===== src/rtl/jalu_seq.sv =====
// Sequencer for an external combinational ALU: collects one or two operand beats,
// runs a single EXEC cycle and latches the result into an accumulator and flags.
module jalu_seq (
  input  logic       wclk,
  input  logic       wrst_n,
  input  logic       wstart,
  input  logic [0:2] bop,
  input  logic       wuse_c,
  input  logic       winc,
  input  logic [0:7] bdata,
  input  logic       wvalid,
  output logic       wready,
  output logic [0:7] balu_a,
  output logic [0:7] balu_b,
  output logic [0:2] balu_op,
  output logic       wbus1,
  output logic       wci,
  input  logic [0:7] balu_c,
  input  logic       walu_co,
  input  logic       walu_eq,
  input  logic       walu_al,
  input  logic       walu_z,
  output logic [0:7] bacc,
  output logic [0:3] bflags,
  output logic       wbusy,
  output logic       wdone
);

  typedef enum logic [2:0] {StIdle, StGetA, StGetB, StExec, StDone} state_e;

  localparam logic [0:2] OpAdd = 3'b000;
  localparam logic [0:2] OpShr = 3'b001;
  localparam logic [0:2] OpShl = 3'b010;
  localparam logic [0:2] OpNot = 3'b011;
  localparam logic [0:2] OpCmp = 3'b111;

  state_e     state_q, state_d;
  logic [0:2] op_q, op_d;
  logic       use_c_q, use_c_d;
  logic       inc_q, inc_d;
  logic [0:7] a_q, a_d;
  logic [0:7] b_q, b_d;
  logic [0:7] alu_a_q, alu_a_d;
  logic [0:7] alu_b_q, alu_b_d;
  logic [0:7] acc_q, acc_d;
  logic [0:3] flags_q, flags_d;
  logic       unary;
  logic       exec;

  assign unary = (op_q == OpShr) || (op_q == OpShl) || (op_q == OpNot);
  assign exec  = (state_q == StExec);

  always_comb begin
    state_d = state_q;
    op_d    = op_q;
    use_c_d = use_c_q;
    inc_d   = inc_q;
    a_d     = a_q;
    b_d     = b_q;
    alu_a_d = alu_a_q;
    alu_b_d = alu_b_q;
    acc_d   = acc_q;
    flags_d = flags_q;
    unique case (state_q)
      StIdle: begin
        if (wstart) begin
          op_d    = bop;
          use_c_d = wuse_c;
          inc_d   = winc;
          state_d = StGetA;
        end
      end
      StGetA: begin
        if (wvalid) begin
          a_d = bdata;
          if (unary || inc_q) begin
            // B is skipped and reads as zero; with inc the ALU forces 0x01 via bus1
            b_d     = '0;
            alu_a_d = bdata;
            alu_b_d = '0;
            state_d = StExec;
          end else begin
            state_d = StGetB;
          end
        end
      end
      StGetB: begin
        if (wvalid) begin
          b_d     = bdata;
          alu_a_d = a_q;
          alu_b_d = bdata;
          state_d = StExec;
        end
      end
      StExec: begin
        if (op_q != OpCmp) acc_d = balu_c;
        flags_d[0] = ((op_q == OpAdd) || (op_q == OpShr) || (op_q == OpShl)) ? walu_co : 1'b0;
        flags_d[1] = walu_al;
        flags_d[2] = walu_eq;
        flags_d[3] = walu_z;
        state_d    = StDone;
      end
      StDone:  state_d = StIdle;
      default: state_d = StIdle;
    endcase
  end

  always_ff @(posedge wclk or negedge wrst_n) begin
    if (!wrst_n) begin
      state_q <= StIdle;
      op_q    <= '0;
      use_c_q <= 1'b0;
      inc_q   <= 1'b0;
      a_q     <= '0;
      b_q     <= '0;
      alu_a_q <= '0;
      alu_b_q <= '0;
      acc_q   <= '0;
      flags_q <= '0;
    end else begin
      state_q <= state_d;
      op_q    <= op_d;
      use_c_q <= use_c_d;
      inc_q   <= inc_d;
      a_q     <= a_d;
      b_q     <= b_d;
      alu_a_q <= alu_a_d;
      alu_b_q <= alu_b_d;
      acc_q   <= acc_d;
      flags_q <= flags_d;
    end
  end

  assign wready  = (state_q == StGetA) || (state_q == StGetB);
  assign balu_a  = alu_a_q;
  assign balu_b  = alu_b_q;
  assign balu_op = exec ? op_q : 3'b000;
  assign wbus1   = exec & inc_q;
  // Carry-in comes from the flag as it stood before this EXEC updates it
  assign wci     = exec & use_c_q & flags_q[0];
  assign bacc    = acc_q;
  assign bflags  = flags_q;
  assign wbusy   = (state_q != StIdle);
  assign wdone   = (state_q == StDone);

endmodule


===== config.mk =====
export PLATFORM = sky130hd
export DESIGN_NAME = jalu_seq
export DESIGN_NICKNAME = d
export VERILOG_FILES = /design/src/rtl/jalu_seq.sv
export SDC_FILE = /design/constraint.sdc
export NUM_CORES = 1
export LEC_CHECK = 0
export ABC_CLOCK_PERIOD_IN_PS = 2180
export BUFFER_PORTS_ARGS = -buffer_cell sky130_fd_sc_hd__buf_2
export CAP_MARGIN = 20
export CORE_ASPECT_RATIO = 0.9
export CORE_UTILIZATION = 35
export CTS_CLUSTER_DIAMETER = 60
export DETAILED_ROUTE_END_ITERATION = 16
export PLACE_DENSITY_LB_ADDON = 0.12
export SLEW_MARGIN = 40
export SYNTH_ARGS = -nofsm -noshare
export SYNTH_HDL_FRONTEND = slang
export SYNTH_SLANG_ARGS = --single-unit
export TNS_END_PERCENT = 30

===== constraint.sdc =====
create_clock -name wclk -period 2.18 [get_ports wclk]
set_clock_uncertainty 0.2 [all_clocks]
set_input_delay 0.327 -clock wclk [delete_from_list [all_inputs] [get_ports wclk]]
set_output_delay 0.327 -clock wclk [all_outputs]
set_load 0.01 [all_outputs]

==> results.md, run 1 <==
- Worst-Margin Slew: ~0.64 ns
- Final core occ: 45.7%
- XOR/XNOR Fraction of Synth Area: less than 1%
- DRT iter0 DRCs: 56
- DIE AREA: roughly 0.0058 mm^2
- Drt total wl: 3.87 mm
- Setup violators final: 0
- R2R depth: 4
- Number of fill cells in the layout: a little under 500
- GR Overflow Total: 0
- Final RePlAce weighted congestion: approximately 0.74
- Critical Path End Type: primary output
- Clk sinks: 44
- Chip height: 72.5 um
- CTS max path bufs: 2
- Largest net degree at the start of global routing: 24
- Yosys top cell area share: between 50% and 60%
- CTS tree: built
- FF+latch area: ~0.0011 mm^2
- Wire per inst: approximately 14 um
- Reg-to-Reg End: balu_a[5]
- CP endpoint: balu_op[0]
- Final Slew Violations: 0
- Final worst path period need: ~2.1 ns
- Inst Count DP: 260
- Setup TNS after final layout: 0 ns
- Max-cap violations: 0
- CP max FO: 9
- #FFs+latches synth: 44
- Core Area: 0.00529 mm^2
- Clock latency on the worst-skew pair: about 0.29 ns
- Setup ws final: a little over 0.1 ns
- Max IR drop VDD: ~0.57 mV
- Sequential fraction of the synthesis area: 57.0%
- CTS root buf: clkbuf_8
- Hold Path Origin: balu_c[7]
- Largest cells by area after synthesis: dfrtp_1 (57%), mux2_2 (18%), mux2_1 (4.7%)
- Synthesized area: around 0.0019 mm^2
- Layout Nets: 230
- DIE WIDTH: between 80 and 90 um
- Vias in the first global route: about 1400
- Final Hold Vio Count: 0
- Share of layout cells above drive strength 1: 58.2%
- Synth area leader: dfrtp_1
- Post-synth EDFFs: 0
- Worst slew margin relative to its limit: between 50% and 60%
- Main synth FF type: dfrtp_1
- Dpl hpwl: ~2.8 mm
- Reg2Reg Setup Slack: slightly below 0.3 ns
- Number of CTS-inserted buffers: 5
- Pre-CTS WS: a little over 0.2 ns
- Leak: roughly 1.2 nW
- Residual DRC count: 0
- First-pass GRT wire length: approximately 6.5 mm
- Unrepaired setup endpoints after global routing: no
- I/O pin cnt: 65
- Diode count: 0
- Port Buffers: 64
- Area of the multi-input gates: between 700 and 800 um^2
- Status: finished clean
- Compound-Gate Fraction of Synth Area: under 10%
- Vias per Instance: around 4.8
- Setup crit start kind: register
- Htree depth: 2
- CP arrival: about 1.6 ns
- Worst min-delay path class: in2reg
- Starting Density: a little over a third
- CP startpoint: state_q[2]
- Worst R2R Start: state_q[1]
- Fin crit share: 95.4%
- Largest family of logic cells by synthesized area: multiplexers
- Clk slew on worst S/H paths: ~0.080 ns
- Antenna violations before repair: 0
- Syn nets: roughly 160
- Max Clk Rate: between 400 and 500 MHz
- Detail Route Antenna Nets: 0
- Synth Area in Adders: 0%
- Synthesized area per cell: around 15 um^2
- Synth warn: 0
- Worst EP required: between 1.5 and 2 ns
- Post-synth cell types: 33
- Post-synth ARST share: 100%
- Via Count: around 1300
- Area grow syn2layout: 25.1%
- Tot GR Track Use: 15.0%
- DR pass1 iterations: 4
- Hold slack: 0.0624 ns
- Critical path start-end classification: reg2out
- Mux cell area share after synthesis: between 20% and 30%
- Rows: 25
- Post-Synth Simple-Gate Area: between 8 and 9%
- Pwr per Cell Area: between 1000 and 1500 mW/mm^2
- Fin cells: between 200 and 300
- Synth Instances: 130
[report_power, final]
part | switching (mW) | internal [mW] | total, mW
Clock | 0.258 | 0.218 | 0.476
Combinational | 0.678 | 0.842 | 1.52
Sequential | 0.288 | 1.23 | 1.52
[final cells by class]
type | count | area share, %
timing repair buffer | 69 | 14.9
tap | 67 | 3.47
multi-input combinational | 79 | 32.4
inverter | 2 | 0.311
clock buffer | 6 | 3.00
sequential | 44 | 45.7
clock inverter | 1 | 0.207
[critical path, cell delays in order (launching register included)]
cell and delay (ns):
dfrtp_1 0.52, and3b_2 0.31, buf_4 0.16, and2_1 0.14, buf_2 0.13
[metrics by stage]
stage	cell area, um^2	total power [mW]
after global placement	2320	3.02
after CTS	2410	3.57
after floorplan	1930	2.56
final	2420	3.52
after global routing	2420	3.79
after detailed placement	2320	3.08
[cells by family (layout without fill, tap and decap cells)]
kind of cell | count (synthesis) | count (layout)
multiplexers | 41 | 41
AO/OA/AOI/OAI | 15 | 15
XOR/XNOR | 1 | 1
flip-flops | 44 | 44
AND/OR/NAND/NOR | 22 | 22
buffers and inverters | 7 | 78
[worst min path at each step]
stage | endpoint | slack (ns) | depth (start not counted)
4_1_cts | op_q[1] | 0.05 | 2
3_3_place_gp | balu_b[1] | 0.11 | 1
6_report | bacc[7] | 0.06 | 2
3_5_place_dp | balu_b[1] | 0.12 | 1
2_1_floorplan | a_q[0] | -0.17 | 0
5_1_grt | bacc[7] | 0.05 | 2
[cells in the mapped netlist, drive strengths merged (2+ instances only)]
library cell,count
dfrtp,44
mux2,41
a22o,8
buf,5
and2,4
nand2b,3
nor2,3
a21oi,2
inv,2
nand2,2
nor3b,2
[what timing repair did]
item | CTS | global route
endpoints found under the setup margin | 3 | 3
gates resized for setup | 2 | 1
hold buffers | 1 | 0
hold endpoints to repair | 21 | 0
setup buffers | 0 | 0
[sequential cells by signal, indices dropped and copies added, names as in the netlist]
name     cells
bacc         8
state_q      3
use_c_q      1
balu_b       8
balu_a       8
a_q          8
bflags       4
op_q         3
inc_q        1
[cells in the final DEF, fill, tap and decap left out, types with 4 or more instances in the layout]
cell type   n
mux2_2     31
and2_1      4
buf_4       4
clkbuf_8    5
dfrtp_1    42
buf_2      64
a22o_1      8
mux2_1      8
[routing by layer]
layer  vias up  global-route usage (%)  wire [um]
met2        43                    23.8       1840
met3        10                    3.77        202
met5         -                       0          0
met1       638                    19.9       1760
met4         0                    5.75         59
li1        608                       -          -
Note: power is estimated with default switching activity, not from simulation.
==> inputs of run 2 (changes only) <==
--- a/config.mk
+++ b/config.mk
@@ -8,7 +8,7 @@
 export ABC_CLOCK_PERIOD_IN_PS = 2180
 export BUFFER_PORTS_ARGS = -buffer_cell sky130_fd_sc_hd__buf_2
 export CAP_MARGIN = 20
-export CORE_ASPECT_RATIO = 0.9
+export CORE_ASPECT_RATIO = 0.6
 export CORE_UTILIZATION = 35
 export CTS_CLUSTER_DIAMETER = 60
 export DETAILED_ROUTE_END_ITERATION = 16
==> results.md, run 2 (synthesis gave the netlist of run 1 again) <==
- Status: finished with violations
- Failing checks: DRC
- Via Count: 1293 (-0.46%)
- Clock group share of total power: 13.7% (about the same)
- Most common cell after layout, fill and taps aside: buf_2
- CTS max path bufs: 2 (unchanged)
- Max-cap violations: 0 (unchanged)
- GR Overflow Total: 0 (unchanged)
- DR pass1 iterations: 10 (+6)
- Detail Route Antenna Nets: 0 (unchanged)
- Reg2Reg Setup Slack: 0.23 ns (-0.06 ns)
- Clk sinks: 44 (unchanged)
- Worst min-delay path class: in2reg
- Fin crit share: 94.5% (-0.85 points)
- Setup bufs post-CTS: 0 (unchanged)
- Final Hold Vio Count: 0 (unchanged)
- Htree depth: 2 (unchanged)
- Vias in the first global route: 1336 (-3.2%)
- Pwr per Cell Area: 1470 mW/mm^2 (+1.3%)
- CTS tree: built
- Worst EP required: 1.65 ns (about the same)
- Tot GR Track Use: 15.2% (+0.22 points)
- Setup violators final: 0 (unchanged)
- Hold slack: 0.0606 ns (-0.00185 ns)
- Slowest CP cell: dfrtp_1
- Combinational cell fraction of total power: 43.4% (+0.2 points)
- Worst hold path depth: 2 (unchanged)
- Worst-Margin Slew: 0.617 ns (-0.0268 ns)
- Clock latency on the worst-skew pair: 0.29 ns (about the same)
- Setup TNS after final layout: 0 ns (unchanged)
- Max Clk Rate: 485 MHz (+0.90%)
- Layout Nets: 231 (+0.43%)
- Final RePlAce weighted congestion: 0.725 (-2.0%)
- Rows: 20 (-20%)
- Crit-path cells: and3b_1, buf_4, and3_1, buf_2
- Vias per Instance: 4.82 (-0.46%)
- Cell family contributing the most delay on the critical path: flip-flops
- Most frequent cells in the layout: buf_2 (64), dfrtp_1 (42), mux2_2 (31)
- Port Buffers: 64 (unchanged)
- Max IR drop VDD: 0.523 mV (-8.5%)
- Crit path largest cell delay: 0.48 ns (-0.04 ns)
- Core Area: 0.00518 mm^2 (-2.0%)
- Sw Pwr: 1.26 mW (+3.2%)
- Reg-to-Reg End: balu_a[1]
- Internal: 2.30 mW (+0.54%)
- Area grow syn2layout: 25.4%
- Chip height: 59.5 um (-18%)
- Residual DRC count: 2 (+2)
- First-pass GRT wire length: 6.64 mm (+1.5%)
- Share of layout cells above drive strength 1: 57.9% (-0.29 points)
- Antenna violations before repair: 0 (unchanged)
- Diode count: 0 (unchanged)
- Final worst path period need: 2.06 ns (-0.0185 ns)
- I/O pin cnt: 65 (unchanged)
- Leak: 1.16 nW (+0.42%)
- Worst R2R Start: state_q[0]
- DIE AREA: 0.00583 mm^2 (+0.16%)
- Hold Path Origin: balu_c[6]
- Setup crit start kind: register
- Starting Density: 37.3% (+0.75 points)
- Sequential share of power: 42.9% (-0.3 points)
- Largest net degree at the start of global routing: 45 (+88%)
- Critical Path End Type: primary output
- DRT iter0 DRCs: 28 (-50%)
- R2R depth: 3 (-1)
- Worst slew margin relative to its limit: 58.7% (+1.8 points)
- Critical path start-end classification: reg2out
- Number of CTS-inserted buffers: 5 (unchanged)
- Fin cells: 268 (unchanged)
- CP max FO: 9 (unchanged)
- DIE WIDTH: 97.9 um (+22%)
- Hold Path End: bacc[6]
- Bufs and invs on worst path: 2 (unchanged)
- Wire per inst: 15.1 um (+4.8%)
- Clk slew on worst S/H paths: 0.08 ns (about the same)
- Final Slew Violations: 0 (unchanged)
- Pwr Total: 3.57 mW (+1.5%)
- Switching share of power: 35.4% (+0.59 points)
- Final core occ: 46.7% (+1.0 points)
- Drt total wl: 4.06 mm (+4.8%)
- CP arrival: 1.53 ns (-0.02 ns)
- Dpl hpwl: 3.00 mm (+5.4%)
- CTS root buf: clkbuf_8
- Unrepaired setup endpoints after global routing: no
- Inst Count DP: 260 (unchanged)
==> run 2: cell types whose count changed in the layout (fill, tap and decap cells not counted) <==
cell and delta:
buf_4 +1, and3b_1 +1, and3b_2 -1
==> run 2: per-stage QoR <==
step	setup slack, ns	area, um^2
5_1_grt	0.0247	2420
3_3_place_gp	0.229	2330
2_1_floorplan	0.404	1930
3_5_place_dp	0.158	2330
6_report	0.120	2420
4_1_cts	0.00643	2420
==> run 2: final cells by class <==
class / count / area [um^2]
Fill cell: 450 / 2760
Clock buffer: 6 / 72.6
Sequential cell: 44 / 1100
Clock inverter: 1 / 5.00
Timing Repair Buffer: 70 / 368
Tap cell: 66 / 82.6
Inverter: 2 / 7.51
Multi-Input combinational cell: 79 / 782
==> run 2: worst register-to-register path: cells and delay by family, from the launching register on <==
kind / cells / cell delay, ns
AND/OR/NAND/NOR: 1 / 0.48
multiplexers: 2 / 0.67
flip-flops: 1 / 0.50
==> run 2: worst max-delay path by stage <==
stage / end / cells after the start / slack (ns) / start
after floorplan: balu_a[0] / 4 / 0.40 / op_q[1]
after global placement: balu_a[1] / 3 / 0.23 / state_q[0]
after detailed placement: balu_a[1] / 3 / 0.16 / state_q[1]
after CTS: wci / 4 / 0.006 / state_q[0]
after global routing: wci / 4 / 0.02 / state_q[2]
final: wci / 4 / 0.12 / state_q[2]
==> run 2: power by group through the flow <==
stage / sequential [mW] / clock [mW] / combinational [mW]
after detailed placement: 1.54 / 0 / 1.58
final: 1.53 / 0.490 / 1.55
after CTS: 1.53 / 0.503 / 1.58
after global routing: 1.59 / 0.543 / 1.69
after global placement: 1.51 / 0 / 1.53
after floorplan: 1.56 / 0 / 1.00
==> run 2: what timing repair did <==
action                     CTS  global route
resized for setup            0             2
setup endpoints to repair    0             5
hold buffers                 1             0
hold endpoints to repair    44             0
==> run 2: metal layers <==
metal	share of wire [%]	GRT usage [%]	up-vias	wire length [um]
li1	-	-	617	-
met1	48	19.7	641	1950
met2	46	24.1	31	1880
met3	5.1	5.31	4	206
met4	0.62	5.19	0	25
met5	0	0	-	0
==> inputs of run 3 (changes only) <==
--- a/config.mk
+++ b/config.mk
@@ -5,7 +5,7 @@
 export SDC_FILE = /design/constraint.sdc
 export NUM_CORES = 1
 export LEC_CHECK = 0
-export ABC_CLOCK_PERIOD_IN_PS = 2180
+export ABC_CLOCK_PERIOD_IN_PS = 1940
 export BUFFER_PORTS_ARGS = -buffer_cell sky130_fd_sc_hd__buf_2
 export CAP_MARGIN = 20
 export CORE_ASPECT_RATIO = 0.6
==> constraint.sdc (replaced) <==
create_clock -name wclk -period 1.94 [get_ports wclk]
set_clock_uncertainty 0.2 [all_clocks]
set_input_delay 0.291 -clock wclk [delete_from_list [all_inputs] [get_ports wclk]]
set_output_delay 0.291 -clock wclk [all_outputs]
set_load 0.01 [all_outputs]
==> results.md, run 3 (synthesis gave the netlist of run 1 again) <==
- Post-Route M1 WL: 1.96 mm (+0.77%)
- Dpl hpwl: 2.99 mm (-0.33%)
- Worst slew margin relative to its limit: 58.2% (-0.50 points)
- Tot GR Track Use: 16.1% (+0.83 points)
- Drt total wl: 4.21 mm (+3.7%)
- Starting Density: 37.3% (unchanged)
- Final worst path period need: 1.91 ns
- Layout Nets: 242 (+4.8%)
- CP max FO: 6 (-3)
- CTS root buf: clkbuf_8
- Final Hold Vio Count: 0 (unchanged)
- GR Overflow Total: 0 (unchanged)
- Core Area: 0.00518 mm^2 (unchanged)
- Failing checks: DRC
- Pwr Total: 4.41 mW (+24%)
- R2R depth: 5 (+2)
- Worst EP required: 1.45 ns (-0.20 ns)
- Top sig layer: met4
- Pwr per Cell Area: 1680 mW/mm^2 (+14%)
- Met3 Wirelength: 217 um (+5.3%)
- Residual DRC count: 2 (unchanged)
- Area grow syn2layout: 36.1%
- Rows: 20 (unchanged)
- Max-cap violations: 0 (unchanged)
- First-pass GRT wire length: 7.08 mm (+6.5%)
- CTS max path bufs: 2 (unchanged)
- Diode count: 0 (unchanged)
- Max IR drop VDD: 0.572 mV (+9.4%)
- Unrepaired setup endpoints after global routing: yes
- Number of CTS-inserted buffers: 5 (unchanged)
- Clk slew on worst S/H paths: 0.08 ns (about the same)
- Vias in the first global route: 1417 (+6.1%)
- Detail Route Antenna Nets: 0 (unchanged)
- Antenna violations before repair: 0 (unchanged)
- Share of layout cells above drive strength 1: 63.6% (+5.6 points)
- Wire per inst: 15.0 um (-0.70%)
- Clk sinks: 44 (unchanged)
- Port Buffers: 64 (unchanged)
- Vias per Instance: 4.82 (about the same)
- DR pass1 iterations: 10 (unchanged)
- Worst hold path depth: 2 (unchanged)
- DIE WIDTH: 97.9 um (unchanged)
- Worst min-delay path class: in2reg
- Setup TNS after final layout: 0 ns (unchanged)
- Final Slew Violations: 0 (unchanged)
- Leak: 1.25 nW (+7.8%)
- Clock latency on the worst-skew pair: 0.29 ns (about the same)
- DIE AREA: 0.00583 mm^2 (unchanged)
- CP arrival: 1.42 ns (-0.11 ns)
- Setup crit start kind: register
- Setup violators final: 0 (unchanged)
- DRT iter0 DRCs: 44 (+57%)
- Most frequent cells in the layout: buf_2 (59), dfrtp_1 (41), mux2_2 (31)
- Met2 Wirelength: 1.99 mm (+6.2%)
- Chip height: 59.5 um (unchanged)
- Max Clk Rate: 524 MHz
- I/O pin cnt: 65 (unchanged)
- Status: finished with violations
- CTS tree: built
- Htree depth: 2 (unchanged)
- Critical Path End Type: primary output
- Most common cell after layout, fill and taps aside: buf_2
- Fin crit share: roughly 100%
- Worst-Margin Slew: 0.627 ns (+0.00975 ns)
- Largest net degree at the start of global routing: 29 (-36%)
- Via Count: 1350 (+4.4%)
- Final RePlAce weighted congestion: 0.682 (-5.9%)
- Critical path start-end classification: reg2out
## run 3: cell types whose count changed in the layout (fill, tap and decap cells not counted), sizes merged
| cell | previous run | this run |
|---|---|---|
| bufinv | 0 | 1 |
| buf | 69 | 80 |
## run 3: worst max-delay path, cell delays in order (launching register included)
cell and delay (ns):
dfrtp_2 0.44, and3b_2 0.27, buf_6 0.13, and3_4 0.17
buf_6 0.11
## run 3: cell type report
| cell class | instances | area [um^2] |
|---|---|---|
| Inverter | 2 | 7.51 |
| Clock inverter | 2 | 35.0 |
| Multi-Input combinational cell | 79 | 798 |
| Sequential cell | 44 | 1100 |
| Clock buffer | 6 | 72.6 |
| Tap cell | 66 | 82.6 |
| Fill cell | 460 | 2550 |
| Timing Repair Buffer | 81 | 527 |
## run 3: metal layers
layer | GRT usage [%] | vias up
li1 | - | 637
met1 | 21.0 | 674
met2 | 25.3 | 35
met3 | 5.42 | 4
met4 | 5.63 | 0
met5 | 0 | -
## run 3: through the flow
stage | cells | hold WS, ns | setup WS [ns] | area (um^2) | util (%)
after detailed placement | 263 | 0.156 | 0.0531 | 2390 | 46.2
after global routing | 280 | 0.00793 | -0.0152 | 2630 | 50.7
after floorplan | 130 | -0.205 | 0.164 | 1930 | -
after CTS | 278 | 0.0168 | 0.0213 | 2560 | 49.4
final | 280 | 0.0284 | 0.0313 | 2630 | 50.7
after global placement | 263 | 0.142 | 0.0854 | 2390 | 46.2
## run 3: timing repair
| action | 4_1_cts | 5_1_grt |
|---|---|---|
| hold buffers | 1 | 0 |
| pin swaps | 0 | 2 |
| resized for setup | 4 | 12 |
| hold endpoints to repair | 26 | 0 |
| cloned | 0 | 0 |
| buffers inserted | 6 | 2 |
| setup endpoints to repair | 6 | 6 |
## run 3: worst paths after layout
check	slack [ns]	start	endpoint
worst min-delay path	0.03	walu_eq	bflags[2]
worst min register to register	0.30	balu_b[6]	balu_b[6]
max in group asynchronous	0.59	wrst_n	state_q[0]
worst max register to register	0.05	state_q[1]	balu_a[3]
min in group asynchronous	0.36	wrst_n	bflags[2]
worst max-delay path	0.03	state_q[1]	wci
## run 3: where the power goes
part	switching [mW]	internal [mW]
logic	0.887	1.17
registers	0.286	1.39
clock network	0.297	0.382
